**config.mk**
```make
export PLATFORM = sky130hd
export DESIGN_NAME = instr_imm_encoder
export DESIGN_NICKNAME = d
export VERILOG_FILES = /design/src/rtl/riscv_imm_pkg.sv /design/src/rtl/imm_pack.sv /design/src/rtl/instr_imm_encoder.sv
export SDC_FILE = /design/constraint.sdc
export NUM_CORES = 1
export LEC_CHECK = 0
export BUFFER_PORTS_ARGS = -buffer_cell sky130_fd_sc_hd__buf_2
export CORE_ASPECT_RATIO = 0.7
export CORE_MARGIN = 2
export CORE_UTILIZATION = 55
export DETAILED_ROUTE_END_ITERATION = 7
export GPL_TIMING_DRIVEN = 0
export PLACE_DENSITY = 0.95
export SLEW_MARGIN = 20
export SYNTH_ARGS = -nofsm -noshare
export SYNTH_HDL_FRONTEND = slang
export SYNTH_SLANG_ARGS = --single-unit
```
**constraint.sdc**
```tcl
create_clock -name clk -period 4.3 [get_ports clk]
set_input_delay 0.43 -clock clk [delete_from_list [all_inputs] [get_ports clk]]
set_output_delay 0.43 -clock clk [all_outputs]
set_load 0.05 [all_outputs]
```
**src/rtl/riscv_imm_pkg.sv**
```systemverilog
// Shared immediate-type codes and stage-1 record for the immediate encoder.
package riscv_imm_pkg;

   localparam int unsigned XLEN     = 32;
   localparam int unsigned IMMSRC_W = 3;

   localparam logic [IMMSRC_W-1:0] IMM_I    = 3'b000;
   localparam logic [IMMSRC_W-1:0] IMM_S    = 3'b001;
   localparam logic [IMMSRC_W-1:0] IMM_B    = 3'b010;
   localparam logic [IMMSRC_W-1:0] IMM_J    = 3'b011;
   localparam logic [IMMSRC_W-1:0] IMM_U    = 3'b100;
   localparam logic [IMMSRC_W-1:0] IMM_UIMM = 3'b101;

   typedef struct packed {
      logic [XLEN-1:0] instr;
      logic            err;
   } s1_rec_t;

   // True when v[XLEN-1:lsb] are all equal, i.e. v fits a signed field whose sign bit is lsb.
   function automatic logic sign_run_ok(input logic [XLEN-1:0] v, input int unsigned lsb);
      logic signed [XLEN-1:0] t;
      t = $signed(v) >>> lsb;
      return (t == '0) || (t == '1);
   endfunction

endpackage

```
**src/rtl/imm_pack.sv**
```systemverilog
// Scatters an immediate into an instruction word by type and flags unrepresentable values.
module imm_pack
   import riscv_imm_pkg::*;
(
   input  logic [XLEN-1:0]     base,
   input  logic [IMMSRC_W-1:0] immsrc,
   input  logic [XLEN-1:0]     imm,
   output logic [XLEN-1:0]     instr,
   output logic                err
);

   logic [XLEN-1:0] enc;
   logic            legal;

   always_comb begin
      enc   = base;
      legal = 1'b0;
      case (immsrc)
         IMM_I: begin
            enc[31:20] = imm[11:0];
            legal      = sign_run_ok(imm, 11);
         end
         IMM_S: begin
            enc[31:25] = imm[11:5];
            enc[11:7]  = imm[4:0];
            legal      = sign_run_ok(imm, 11);
         end
         IMM_B: begin
            enc[31]    = imm[12];
            enc[7]     = imm[11];
            enc[30:25] = imm[10:5];
            enc[11:8]  = imm[4:1];
            legal      = !imm[0] && sign_run_ok(imm, 12);
         end
         IMM_J: begin
            enc[31]    = imm[20];
            enc[19:12] = imm[19:12];
            enc[20]    = imm[11];
            enc[30:21] = imm[10:1];
            legal      = !imm[0] && sign_run_ok(imm, 20);
         end
         IMM_U: begin
            enc[31:12] = imm[31:12];
            legal      = (imm[11:0] == 12'h000);
         end
         IMM_UIMM: begin
            enc[24:20] = imm[4:0];
            legal      = (imm[31:5] == 27'h0);
         end
         default: legal = 1'b0;
      endcase
      // Error beats pass the base word through untouched.
      instr = legal ? enc : base;
      err   = !legal;
   end

endmodule

```
**src/rtl/instr_imm_encoder.sv**
```systemverilog
// Two-stage valid/ready immediate encoder feeding the instruction-memory write port,
// with a word-aligned address counter and a saturating error counter.
module instr_imm_encoder
   import riscv_imm_pkg::*;
#(
   parameter int unsigned       ADDR_W     = 32,
   parameter logic [ADDR_W-1:0] RESET_ADDR = '0,
   parameter int unsigned       ERR_CNT_W  = 8
) (
   input  logic                 clk,
   input  logic                 reset_n,
   input  logic                 in_valid,
   output logic                 in_ready,
   input  logic [2:0]           in_immsrc,
   input  logic [31:0]          in_base,
   input  logic [31:0]          in_imm,
   output logic                 out_valid,
   input  logic                 out_ready,
   output logic [31:0]          out_instr,
   output logic [ADDR_W-1:0]    out_addr,
   output logic                 out_err,
   input  logic                 addr_load,
   input  logic [ADDR_W-1:0]    addr_load_val,
   output logic [ERR_CNT_W-1:0] err_count
);

   localparam logic [ADDR_W-1:0] ADDR_STEP = ADDR_W'(4);

   logic            s1_valid;
   s1_rec_t         s1_rec;
   logic [XLEN-1:0] pack_instr;
   logic            pack_err;
   logic            s2_free;
   logic            in_hs;
   logic            s1_adv;
   logic            out_hs;
   logic [ADDR_W-1:0] addr_q;

   imm_pack u_imm_pack (
      .base   (in_base),
      .immsrc (in_immsrc),
      .imm    (in_imm),
      .instr  (pack_instr),
      .err    (pack_err)
   );

   assign s2_free  = !out_valid || out_ready;
   // Held low during reset so nothing is accepted into a pipeline being flushed.
   assign in_ready = reset_n && (!s1_valid || s2_free);
   assign in_hs    = in_valid && in_ready;
   assign s1_adv   = s1_valid && s2_free;
   assign out_hs   = out_valid && out_ready;
   assign out_addr = addr_q;

   // Stage 1: encode result and legality.
   always_ff @(posedge clk or negedge reset_n) begin
      if (!reset_n) begin
         s1_valid <= 1'b0;
         s1_rec   <= '0;
      end else if (in_hs) begin
         s1_valid <= 1'b1;
         s1_rec   <= '{instr: pack_instr, err: pack_err};
      end else if (s1_adv) begin
         s1_valid <= 1'b0;
      end
   end

   // Stage 2: output register.
   always_ff @(posedge clk or negedge reset_n) begin
      if (!reset_n) begin
         out_valid <= 1'b0;
         out_instr <= '0;
         out_err   <= 1'b0;
      end else if (s1_adv) begin
         out_valid <= 1'b1;
         out_instr <= s1_rec.instr;
         out_err   <= s1_rec.err;
      end else if (out_ready) begin
         out_valid <= 1'b0;
      end
   end

   // Load wins over increment; a beat leaving in the load cycle already carries the old value.
   always_ff @(posedge clk or negedge reset_n) begin
      if (!reset_n) begin
         addr_q <= RESET_ADDR;
      end else if (addr_load) begin
         addr_q <= {addr_load_val[ADDR_W-1:2], 2'b00};
      end else if (out_hs && !out_err) begin
         addr_q <= addr_q + ADDR_STEP;
      end
   end

   always_ff @(posedge clk or negedge reset_n) begin
      if (!reset_n) begin
         err_count <= '0;
      end else if (out_hs && out_err && !(&err_count)) begin
         err_count <= err_count + ERR_CNT_W'(1);
      end
   end

endmodule

```
-- Yosys cells after proc, flatten, opt, wreduce, memory -nomap -nowiden
Index checks and enable logic that the tools add are counted.
- $add $sub $neg: 2
- equal/unequal tests: 8
- mux-type cells: 12
- reduce and logical (&&, ||, !) cells: 33
- operators by type and width (cell ; number):
    32-bit equality test, second input constant ; 3
    32-bit logical NOT ; 3
    32-bit two-way mux ; 3
    32-bit by 3-bit adder with 32-bit output, second input constant ; 1
    7-bit case mux with 4 select lines ; 1
    27-bit logical NOT ; 1
    5-bit case mux with 3 select lines ; 1
    12-bit logical NOT ; 1
    5-bit case mux with 2 select lines ; 1
    1-bit logical AND ; 9
    8-bit by 1-bit adder with 8-bit output, second input constant ; 1
    8-bit two-way mux ; 1
    8-bit AND reduction ; 1
    3-bit by 2-bit equality test with 1-bit output, second input constant ; 2
    3-bit equality test, second input constant ; 2
    1-bit logical NOT ; 6
    2-bit nonzero test ; 3
    2-bit OR reduction ; 3
    1-bit logical OR ; 5
    1-bit case mux with 5 select lines ; 1
    1-bit two-way mux ; 4
    3-bit by 1-bit equality test with 1-bit output, second input constant ; 1
    3-bit logical NOT ; 1
- bits in registers: 108
- input bits: 104
- logic and storage cells: 63

-- Depth between registers and ports, before layout
- word-level depth: 6
- depth in mapped cells: 8

-- Cells and area by module
A second synthesis with hierarchy kept.
- cells, all modules: 527
- area total of the unflattened synthesis: 5734.2 µm²
- modules (own cells, without submodules) (module ; times used ; cells each ; area an instance (µm²) ; seq. area each (µm²)):
    instr_imm_encoder ; 1 ; 392 ; 4693.3 ; 2652.5
    imm_pack ; 1 ; 135 ; 1041.0 ; 0.0

-- Worst setup path before layout
Ideal clock, no wire load.
- kind: register to register
- start: register out_valid
- end: register s1_rec[8] (netlist name)
- data arrival time: 2.022 ns
- required time: 4.180 ns
- setup slack: 2.158 ns
- cell stages (with the launch flop): 8
- path through: dfrtp_1 > nand3b_1 > and2_1 > nand2_1 > clkbuf_1 > nor2_1 > o21ai_1 > o211a_1
- longest elaborated chain between the ends: 5
- RTL lines (item ; RTL line ; RTL):
    from (decl) ; instr_imm_encoder.sv:17 ; output logic out_valid,
    from (signal assigned) ; instr_imm_encoder.sv:71 ; out_valid <= 1'b0;
    from (signal assigned) ; instr_imm_encoder.sv:75 ; out_valid <= 1'b1;
    from (signal assigned) ; instr_imm_encoder.sv:79 ; out_valid <= 1'b0;
    1-bit logical NOT ; instr_imm_encoder.sv:47 ; assign s2_free = !out_valid || out_ready;
    1-bit logical OR ; instr_imm_encoder.sv:47 ;
    1-bit logical OR ; instr_imm_encoder.sv:49 ; assign in_ready = reset_n && (!s1_valid || s2_free);
    1-bit logical AND ; instr_imm_encoder.sv:49 ;
    net in_ready ; instr_imm_encoder.sv:13 ; output logic in_ready,
    1-bit logical AND ; instr_imm_encoder.sv:50 ; assign in_hs = in_valid && in_ready;
    to (signal assigned) ; instr_imm_encoder.sv:62 ; s1_rec <= '{instr: pack_instr, err: pack_err};
    to (decl) ; instr_imm_encoder.sv:30 ; s1_rec_t s1_rec;
The timed path passes the listed nets, and every way through them passes these cells.
A chain may end at the register's enable or synchronous reset.

-- Worst setup path in the final report
- start: input reset_n
- end: register s1_rec[23] (netlist name)
- longest elaborated chain between the ends: 2
- RTL lines (item ; RTL line ; RTL):
    from (decl) ; instr_imm_encoder.sv:11 ; input logic reset_n,
    1-bit logical AND ; instr_imm_encoder.sv:49 ;
    1-bit logical AND ; instr_imm_encoder.sv:50 ;
Every way passes these cells.

==> flow_metrics.tcl <==
set metrics [dict create \
    grt_usage 0.291 \
    fin_ws_ns 1.20 \
    area_growth_pct 25.5 \
    pwr-share-seq 0.398 \
    power.internal_mw 2.03 \
    setup_viol 0 \
    ys_ff_latch 106 \
    period_share 0.720 \
    cts_buffer_depth 2 \
    gp_congestion 0.922 \
    grt_pass1_vias 4705 \
    drv_cap 0 \
    die-height_um 86.8 \
    rsz0062_at_grt "false" \
    async_flop_share 1.00 \
    final_cells 854 \
    critPathBufInv 5 \
    hold_violations 0 \
    arrival_ns 3.36 \
    wire_per_inst_um 17.8 \
    htree_num_levels 3 \
    antenna_found_initial 0 \
    synth_area_mm2 0.00539 \
    synth.top_cells.by_area "dfrtp_1 (49%), mux2_2 (7.1%), nand2_1 (6.1%)" \
    area.sequential_mm2 0.00265 \
    syn-mean-instance-area_um2 10.0 \
    core_area_mm2 0.00961 \
    hold_slack_ns 0.276 \
    ios 179 \
    syn_inst 537 \
    drtIter0Drc 435 \
    die_x_um 122 \
    firstDrtPassIters 5 \
    num_vias 4957 \
    end_kind "register" \
    diodes 0 \
    cts_root_buf "clkbuf_16" \
    crit_type "in -> reg" \
    period_needed_ns 3.10 \
    wl_um 15200 \
    power_mw 3.39 \
    combPwrFrac 0.350 \
    crit_family "buffers and inverters" \
    yosysSeqAreaShare 0.492 \
    synthFlopType "dfrtp_1" \
    cts_tree "done" \
    yosys_warnings 0 \
    synth_largest_area_cell "dfrtp_1" \
    final_area_mm2 0.00676 \
    cpMostUsedCell "clkbuf_1" \
    final_antenna_net_count 0 \
    io_buffers 170 \
    fin_skew_ns 0.00863 \
    grt_overflow 0 \
    crit_chain "dlygate4sd3_1, buf_6, buf_16, and3_1, clkbuf_1, clkbuf_1, o221ai_1, a32oi_1" \
    num-nets-final 827 \
    start_util 0.561 \
    nFillCells 755 \
    start_kind "primary input" \
    drcViolationCount 0 \
    ir_drop_v 0.000313 \
    p_switching_mw 1.36 \
    multi_input_area_mm2 0.00256 \
    placed_area_mm2 0.00644 \
    die-area_mm2 0.0106 \
    hp-class "in -> reg" \
    dp_cells 837 \
    clkLatencyLatePin_ns 0.34 \
    rows 30 \
    grt_max_degree 73 \
    cp_max_fo 72 \
    crit_path_max_incr_delay_ns 0.54 \
    swShare 0.400 \
    cts_resized 0 \
    grt_first_pass_wirelength_um 23800 \
    worst_slew_pin_slew_ns 0.736 \
    final_layout_size_suffix_gt1_frac 0.337 \
    required_ns 4.56 \
    cts.sinks 106 \
    clk_pin_slew_ns 0.07 \
    synth_cell_types 53 \
    leakagePower_nw 3.24 \
    setup_tns_ns 0 \
    max_slew_margin 0.509 \
    crit_slowest_cell "dlygate4sd3_1" \
    synth_edf_count 0 \
    pwr-share-clk 0.252 \
    cts_buffers 9 \
    viasPerCell 5.80 \
    max_freq_mhz 323 \
    synth_top_area_share 0.492 \
    utilization 0.704 \
    hpwlAfterDp_um 11400 \
    powerDensity_mw_per_mm2 501 \
    place_ws_ns 1.50 \
    outcome "complete, no violations" \
    slew_violations 0 \
]
-- timing repair --
action / CTS / global route
buffers inserted: 0 / 0
endpoints found under the hold margin: 36 / 0
hold buffers: 1 / 0
-- routing by layer --
metal / GRT usage / share of wire
met5: 0 / 0
met4: 0.0794 / 0.027
met3: 0.0809 / 0.097
met2: 0.452 / 0.46
met1: 0.406 / 0.42
-- synth_stat cells (2+ instances only) --
cell type / count
dfrtp_1: 106
nand2_1: 88
o21ai_1: 35
mux2_2: 34
nor2_1: 26
xor2_1: 24
clkbuf_1: 21
nand3_1: 19
nand4_1: 19
mux2i_1: 15
xnor2_1: 14
a21oi_1: 13
and3_1: 10
nor3_1: 9
inv_1: 8
a2bb2oi_2: 6
o21ai_0: 6
a211oi_1: 5
a32oi_1: 5
and2_1: 5
and4_1: 5
buf_2: 5
nor4_1: 5
o221ai_1: 5
nand2b_1: 4
nand3b_1: 4
o211ai_1: 4
buf_1: 3
buf_4: 3
a31oi_1: 2
ha_1: 2
nor3_2: 2
o2bb2ai_1: 2
or2_2: 2
or3_1: 2
or4_1: 2
-- power by group through the flow --
stage | logic [mW] | registers [mW] | clock network [mW]
6_report | 1.19 | 1.35 | 0.853
2_1_floorplan | 0.309 | 1.87 | 0
5_1_grt | 1.25 | 1.37 | 0.916
3_3_place_gp | 1.15 | 1.34 | 0
4_1_cts | 1.19 | 1.34 | 0.866
3_5_place_dp | 1.18 | 1.36 | 0
-- cell usage in the layout, fill, tap and decap left out, types with 9 or more instances in the layout --
cell,count
a21oi_1,13
and3_1,10
buf_2,174
clkbuf_1,22
clkbuf_16,9
dfrtp_1,106
mux2_2,34
mux2i_1,15
nand2_1,88
nand3_1,19
nand4_1,19
nor2_1,26
nor3_1,9
o21ai_1,35
xnor2_1,14
xor2_1,24
-- tightest hold or removal path, cell delays in order --
cell     delay (ns)
buf_2          0.07
nand2_1        0.04
nand2_1        0.05
-- logic make-up after synthesis --
group                      after synthesis  share of synthesized area
buffers and inverters                   42                     0.0339
DFF                                    106                      0.492
muxes                                   49                     0.0989
other                                    1                   0.000696
xor gates and xnor gates                38                     0.0618
and+or+nand+nor                        207                      0.188
adders and majority gates                2                    0.00464
AOI/OAI and AO/OA                       92                      0.120
-- registers in the layout, summed over array words and instances, names as in the netlist --
register and cells:
out_valid 1, s1_rec 33, out_addr 30, err_count 8, s1_valid 1, out_err 1
out_instr 32
-- area by class of cell --
cell class / count / area share
flip-flops and latches: 106 / 0.392
well taps: 128 / 0.0237
multi-input cells: 390 / 0.378
clock inverters: 3 / 0.00685
clock buffers: 13 / 0.0400
repair buffers: 172 / 0.132
inverters: 9 / 0.00500
plain buffers: 33 / 0.0220
-- worst paths after layout --
check | start | endpoint | slack, ns | cells past startpoint
setup / recovery | reset_n | s1_rec[23] | 1.20 | 8
hold / removal | in_base[4] | s1_rec[5] | 0.28 | 3
setup reg to reg | out_valid | s1_rec[23] | 2.00 | 6
hold reg to reg | s1_rec[15] | s1_rec[15] | 0.49 | 2
max in group asynchronous | reset_n | out_err | 3.11 | 3
min in group asynchronous | reset_n | out_addr[29] | 0.55 | 2
Note: power is estimated with default switching activity, not from simulation.
